## src/rtl/filter_scan_ctrl.sv

```systemverilog
// Multi-channel debounce scheduler: one shared 3-sample agreement filter
// time-multiplexed over NCH inputs, with level changes reported as valid/ready events.
module filter_scan_ctrl #(
  parameter int unsigned NCH   = 8,
  parameter int unsigned CW    = 3,
  parameter int unsigned DIV_W = 16
) (
  input  logic             clock,
  input  logic             reset,
  input  logic             enable,
  input  logic [DIV_W-1:0] div,
  input  logic [NCH-1:0]   sig_in,
  output logic [NCH-1:0]   sig_out,
  output logic             evt_valid,
  input  logic             evt_ready,
  output logic [CW-1:0]    evt_chan,
  output logic             evt_level,
  output logic             busy,
  output logic             overrun
);

  typedef enum logic [1:0] {StIdle, StScan, StWait} state_e;

  state_e           r_state;
  logic [DIV_W-1:0] r_cnt;
  logic [CW-1:0]    r_ch;
  logic [2:0]       r_hist [NCH];
  logic [NCH-1:0]   r_sig_out;
  logic             r_evt_valid;
  logic [CW-1:0]    r_evt_chan;
  logic             r_evt_level;
  logic             r_overrun;

  logic             w_tick;
  logic             w_last;
  logic             w_cur;
  logic [2:0]       w_h;
  logic             w_change;

  assign w_tick   = enable && (r_cnt == div);
  assign w_last   = (r_ch == CW'(NCH - 1));
  assign w_cur    = r_sig_out[r_ch];
  assign w_h      = {r_hist[r_ch][1:0], sig_in[r_ch]};
  assign w_change = ((w_h == 3'b111) && !w_cur) || ((w_h == 3'b000) && w_cur);

  // Counting up past a lowered div wraps naturally at 2^DIV_W.
  always_ff @(posedge clock) begin
    if (!reset) begin
      r_cnt <= '0;
    end else if (!enable || w_tick) begin
      r_cnt <= '0;
    end else begin
      r_cnt <= r_cnt + DIV_W'(1);
    end
  end

  always_ff @(posedge clock) begin
    if (!reset) begin
      r_state     <= StIdle;
      r_ch        <= '0;
      r_sig_out   <= '0;
      r_evt_valid <= 1'b0;
      r_evt_chan  <= '0;
      r_evt_level <= 1'b0;
      r_overrun   <= 1'b0;
      for (int i = 0; i < int'(NCH); i++) begin
        r_hist[i] <= 3'b000;
      end
    end else begin
      if (w_tick && (r_state != StIdle)) begin
        r_overrun <= 1'b1;
      end
      case (r_state)
        StIdle: begin
          if (w_tick) begin
            r_state <= StScan;
            r_ch    <= '0;
          end
        end
        StScan: begin
          r_hist[r_ch] <= w_h;
          if (w_change) begin
            r_sig_out[r_ch] <= ~w_cur;
            r_evt_chan      <= r_ch;
            r_evt_level     <= ~w_cur;
            r_evt_valid     <= 1'b1;
            r_state         <= StWait;
          end else if (w_last) begin
            r_state <= StIdle;
          end else begin
            r_ch <= r_ch + CW'(1);
          end
        end
        StWait: begin
          // Scan is frozen on r_ch until the consumer takes the event.
          if (r_evt_valid && evt_ready) begin
            r_evt_valid <= 1'b0;
            if (w_last) begin
              r_state <= StIdle;
            end else begin
              r_state <= StScan;
              r_ch    <= r_ch + CW'(1);
            end
          end
        end
        default: r_state <= StIdle;
      endcase
    end
  end

  assign sig_out   = r_sig_out;
  assign evt_valid = r_evt_valid;
  assign evt_chan  = r_evt_chan;
  assign evt_level = r_evt_level;
  assign overrun   = r_overrun;
  assign busy      = (r_state != StIdle);

endmodule

```

## config.mk

```make
export PLATFORM = sky130hd
export DESIGN_NAME = filter_scan_ctrl
export DESIGN_NICKNAME = d
export VERILOG_FILES = /design/src/rtl/filter_scan_ctrl.sv
export SDC_FILE = /design/constraint.sdc
export NUM_CORES = 1
export LEC_CHECK = 0
export CAP_MARGIN = 40
export CORE_ASPECT_RATIO = 1.25
export CORE_UTILIZATION = 25
export DETAILED_ROUTE_END_ITERATION = 6
export PLACE_DENSITY = 0.51
export SLEW_MARGIN = 40
export SYNTH_ARGS = -nofsm -noshare
export SYNTH_HDL_FRONTEND = slang
export SYNTH_SLANG_ARGS = --single-unit
```

## constraint.sdc

```tcl
create_clock -name clock -period 8.25 [get_ports clock]
set_input_delay 2.475 -clock clock [delete_from_list [all_inputs] [get_ports clock]]
set_output_delay 2.475 -clock clock [all_outputs]
set_load 0.03 [all_outputs]
```

# == Word level (Yosys, flattened, before mapping) ==
# Memory sizes are Yosys's and may differ from the RTL's. A register that Yosys moved wholly into a read port is not among the register bits.
# Cells that the tools add are included.
# totals
wordCells,76
n_memories,1
regBits,35
ramBits,24
# memory_table
name,depth,word_bits,read_ports,rd_ports_with_merged_regs,wr,line,source
r_hist,8,3,1,1,8,27,logic [2:0] r_hist [NCH];
# classes
n_eq_ne,10
add_sub_neg,2
n_mux,30
n_reduce_logical,21
bitwise,2
order_cmp,2
# ops
op,count
$mux 3,8
$add 16x1->16 const B,1
$eq 16x16->1,1
$mux 1,11
$pmux 3 s3,1
$bwmux 8,1
$mux 2,4
$ne 2x2->1 const B,4
$bmux 1 s3,2
$eq 3x3->1 const B,2
$logic_and 1x1->1,6
$pmux 2 s3,1
$reduce_and 3->1,2
$lt 3x4->1 const B,1
$reduce_and 4->1,1
$reduce_bool 2->1,2
$add 3x1->3 const B,1
$demux 1 s3,1
$ge 3x1->1 const B,1
$logic_not 3->1,1
$ne 3x3->1 const B,1
$reduce_bool 3->1,1
$reduce_or 3->1,1
$eq 2x1->1 const B,1
8 further kinds,11

# == Longest topological paths before layout ==
# logic_depth
depth_word,9
ltp_mapped,9
depth_no_buf,8

# == Least setup slack after synthesis ==
# Ideal clock, no wire load.
# synth_path
path_type,input port to flip-flop
from,input port sig_in[3]
to,register r_sig_out[6] (netlist: sig_out[6])
n_path_buf,1
path_slack_ns,3.960
setup_ns,0.117
path_stages,7
t_arrival_ns,4.173
path_cell_list,mux2_2 > a221o_1 > or4_4 > o31ai_4 > buf_8 > nand2_2 > a32o_1
# synth_via
elab_chain_len,6
word_cells_on_any_way,8
# synth_rtl
item,line,source
start: declaration,12,"input logic [NCH-1:0] sig_in,"
$bmux 1 s3 (*),43,"assign w_h = {r_hist[r_ch][1:0], sig_in[r_ch]};"
$mux 1 (not written as such) (*),43,
$eq 3x3->1 or $logic_not 3->1 (tied branches),44,assign w_change = ((w_h == 3'b111) && !w_cur) || ((w_h == 3'b000) && w_cur);
$logic_and 1x1->1,44,
$logic_or 1x1->1 (*),44,
$reduce_and 2->1 (no line) (*),-,
end signal: indexed assignment,83,r_sig_out[r_ch] <= ~w_cur;
end: declaration,28,logic [NCH-1:0] r_sig_out;
# Mark *: on every way between the ends. The rest lies on a longest branch, timed or not. The select of a mux whose other input is x is not followed.
# A chain may end at the register's enable or synchronous reset.

==> reports/qor.csv <==
stage;metric;value;unit
run_status;status;complete, no violations;
timing;timing.slew.headroom;46.2;%
synth;yosys_warnings;0;
synth;synth.cell_area;0.00285;sq mm
synth;synth.ff_latch_count;54;
detailed_routing;routed_wirelength;6.60;mm
timing;setup_viol;0;
timing;worst_setup_slack_after_layout;3.62;ns
synth;syn_area_per_cell;9.41;sq um
critical_path;critical_path_required;8.43;ns
worst_hold_path;hold_path.class;reg -> reg;
synth;synthAdderAreaFrac;2.63;%
detailed_routing;route.detailed.vias_per_inst;4.78;
timing;max_freq;216;MHz
worst_hold_path;number_of_cells_on_the_worst_hold_path;2;
critical_path;critPathLaunch;div[5];
cts;cts_hold_repair.buffers;0;
critical_path;r2r_worst_path_depth;7;
synth;dominantRegCellSynth;sky130_fd_sc_hd__dfxtp_1;
global_routing;vias_in_the_first_global_route;2232;
power;power_report.internal_total;0.421;mW
critical_path;critical_path_arrival;4.81;ns
timing;fin_skew;0.00584;ns
cts;clock_path_buffers;2;
timing;fin_crit_sh;56.2;%
floorplan;initial_core_util;25.7;%
finish;final_core_utilization;31.8;%
power;power_frac_clock;36.5;%
synth;synth-compound-area-share;11.0;%
timing;hold_ws;0.492;ns
power;pwr_density_cell;158;mW/mm^2
global_routing;antenna_found_initial;0;
power;power_switching;0.136;mW
synth;synth-simple-area-share;21.1;%
detailed_routing;drt-initial-drc-count;85;
placement;io_buffers;42;
detailed_routing;detail_route.first_pass.iterations;4;
synth;synth.distinct_cells;54;
timing;finalCriticalPeriod;4.63;ns
critical_path;setup.reg_to_reg.worst_slack;5.19;ns
global_routing;globalRouteOverflowTotal;0;
synth;synth-edff-count;16;
floorplan;floorplan.core_area;0.0111;sq mm
cts;clock_tree_from_tritoncts;done;
flow_run;number_of_max_cap_violations;0;
finish;area_growth_syn_to_layout;23.5;%
floorplan;fp.dieArea;0.0118;sq mm
placement;place.detailed.instances;467;
finish;final_cell_count_no_fill;475;
finish;layout-drive-gt1-share;7.06;%
cts;postCtsResizedCells;0;
cts;cts-root-buf;sky130_fd_sc_hd__clkbuf_16;
placement;finalWeightedCongestion;0.794;
cts;cts_setup_buffers;0;
finish;nets;373;
critical_path;setup.worst_path.start_class;input pin;
global_routing;grtUsageTotal;11.3;%
timing;final-max-slew-violation-count;0;
timing;report.final.hold_viol_count;0;
cts;cts_num_sinks;54;
global_routing;pin_count_of_the_biggest_net_entering_global_routing;32;
synth;syn-instance-count;303;
critical_path;worstSetupEndpointType;register;
worst_hold_path;min-delay-start;evt_chan[1]$_SDFFE_PN0P_;
floorplan;i_o_pins;43;
finish;fill_cells;1186;
cts;cts-htree-levels;2;
synth;mapped_nets;337;
global_routing;grt_pass1_wl;10.7;mm
power;power_leakage;1.22;nW
synth;post_synth_mux_area_share;8.64;%
synth;synthArstFlopShare;0;%
power;seq_power_share;50.7;%
floorplan;floorplan.die.width;97.5;um
synth;yosysSeqAreaShare;43.5;%
synth;dominant_combinational_cell_family_by_area_after_synthesis;simple AND/OR/NAND/NOR gates;
synth;synth_xor_xnor_area_share;9.21;%
power;vdd_ir_drop_max;0.0879;mV
cts;cts_inserted_buffers;5;
placement;preCtsSetupSlack;3.29;ns
placement;place.detailed.hpwl;5.03;mm
finish;antennaDiodeCount;0;
detailed_routing;post-route-drc-count;0;
power;comb_power_share;12.8;%
timing;unrepaired_setup_endpoints_after_global_routing;no;
critical_path;crit-reg2reg-launch;r_ch[2]$_SDFFE_PN0P_;
detailed_routing;postRouteAntennaNets;0;
detailed_routing;wire_per_inst;13.9;um
power;netSwitchingFraction;24.4;%
floorplan;die_height;121;um
cts;clk-insertion-delay-late;0.29;ns
floorplan;row_count;43;
cts;clk_pin_slew_worst_paths;0.07;ns
timing;tightest_slew;0.805;ns
worst_hold_path;hold-path-endpoint;evt_chan[1]$_SDFFE_PN0P_;
timing;fin_setup_tns;0;ns
critical_path;path_class;in -> reg;
detailed_routing;num_vias;2271;
critical_path;cp_max_fo;6;
==> worst max-delay path, stage by stage <==
cell	delay (ns)
sky130_fd_sc_hd__clkdlybuf4s50_1	0.41
sky130_fd_sc_hd__xor2_1	0.14
sky130_fd_sc_hd__nor4_1	0.33
sky130_fd_sc_hd__nand4_1	0.22
sky130_fd_sc_hd__o22ai_1	0.39
sky130_fd_sc_hd__o31ai_1	0.20
sky130_fd_sc_hd__or2_2	0.36
sky130_fd_sc_hd__o221a_2	0.28
==> power by group through the flow <==
stage                     combinational (mW)  sequential, mW  clock, mW
after floorplan                       0.0441           0.287          0
after global placement                0.0712           0.288          0
after detailed placement              0.0716           0.289          0
after CTS                             0.0720           0.282      0.210
after global routing                  0.0788           0.283      0.220
final                                 0.0714           0.282      0.204
==> final cells by class <==
type	count	area, sq um	area share [%]
Multi-Input combinational cell	225	1500	42.6
Sequential cell	54	1240	35.2
Timing Repair Buffer	44	435	12.4
Tap cell	135	169	4.80
Clock buffer	6	129	3.66
Inverter	9	33.8	0.959
Clock inverter	2	13.8	0.391
==> per-layer routing <==
metal / vias to the layer above / part of all wire (%) / track usage (%)
met5: - / 0 / 0
met1: 1076 / 41 / 12.4
li1: 1142 / - / -
met2: 44 / 54 / 21.6
met3: 9 / 3.7 / 2.42
met4: 0 / 1.2 / 3.03
==> sequential cells by signal, summed over array words and instances (netlist names), named ones only <==
signal and count:
r_cnt 16, r_hist 16, sig_out 8, evt_chan 3, r_ch 3, r_state 2
evt_level 1, evt_valid 1, overrun 1
==> worst max-delay path by stage <==
stage | end | slack [ns] | cells after the start
3_5_place_dp | register | 3.29 | 8
4_1_cts | register | 3.59 | 8
3_3_place_gp | register | 3.32 | 8
6_report | register | 3.62 | 8
5_1_grt | register | 3.35 | 8
2_1_floorplan | sig_out[6]$_SDFFE_PN0P_ | 3.96 | 7
==> layout by cell type (no fill, tap or decap), types with 2 or more instances in the layout <==
master / n
sky130_fd_sc_hd__a21boi_0: 2
sky130_fd_sc_hd__a21oi_1: 3
sky130_fd_sc_hd__a31oi_1: 2
sky130_fd_sc_hd__a32o_1: 4
sky130_fd_sc_hd__and2_1: 2
sky130_fd_sc_hd__and3_1: 3
sky130_fd_sc_hd__buf_4: 2
sky130_fd_sc_hd__clkbuf_16: 5
sky130_fd_sc_hd__clkdlybuf4s50_1: 42
sky130_fd_sc_hd__dfxtp_1: 38
sky130_fd_sc_hd__edfxtp_1: 16
sky130_fd_sc_hd__ha_1: 6
sky130_fd_sc_hd__inv_1: 9
sky130_fd_sc_hd__mux2_2: 5
sky130_fd_sc_hd__mux2i_1: 7
sky130_fd_sc_hd__mux4_1: 2
sky130_fd_sc_hd__mux4_2: 2
sky130_fd_sc_hd__nand2_1: 25
sky130_fd_sc_hd__nand2b_1: 3
sky130_fd_sc_hd__nand3_1: 14
sky130_fd_sc_hd__nand4_1: 4
sky130_fd_sc_hd__nand4b_1: 2
sky130_fd_sc_hd__nor2_1: 54
sky130_fd_sc_hd__nor2b_1: 2
sky130_fd_sc_hd__nor3_1: 5
sky130_fd_sc_hd__nor3b_1: 2
sky130_fd_sc_hd__nor4_1: 6
sky130_fd_sc_hd__o211ai_1: 2
sky130_fd_sc_hd__o21ai_0: 14
sky130_fd_sc_hd__o221a_2: 2
sky130_fd_sc_hd__o22ai_1: 2
sky130_fd_sc_hd__or3_1: 2
sky130_fd_sc_hd__xnor2_1: 4
sky130_fd_sc_hd__xor2_1: 26
==> metrics by stage <==
step,instance area [sq um],power [mW]
2_1_floorplan,2850,0.331
3_3_place_gp,3380,0.359
3_5_place_dp,3380,0.360
4_1_cts,3520,0.564
5_1_grt,3520,0.582
6_report,3520,0.557
==> cells by family after synthesis <==
family / after synthesis
buf+inv: 24
flops: 54
xor+xnor: 30
mux: 17
fa+ha+maj: 6
compound gates: 43
simple gates: 129
==> synth_stat cells (all sizes together), types with 6 or more instances <==
cell,n,area [sq um]
nor2,54,203
dfxtp,38,761
nand2,26,100
xor2,26,228
edfxtp,16,480
o21ai,16,83.8
nand3,14,70.1
clkbuf,10,37.5
inv,9,33.8
mux2i,8,92.6
ha,6,75.1
nor4,6,37.5
Power figures use the tool's default switching activity.
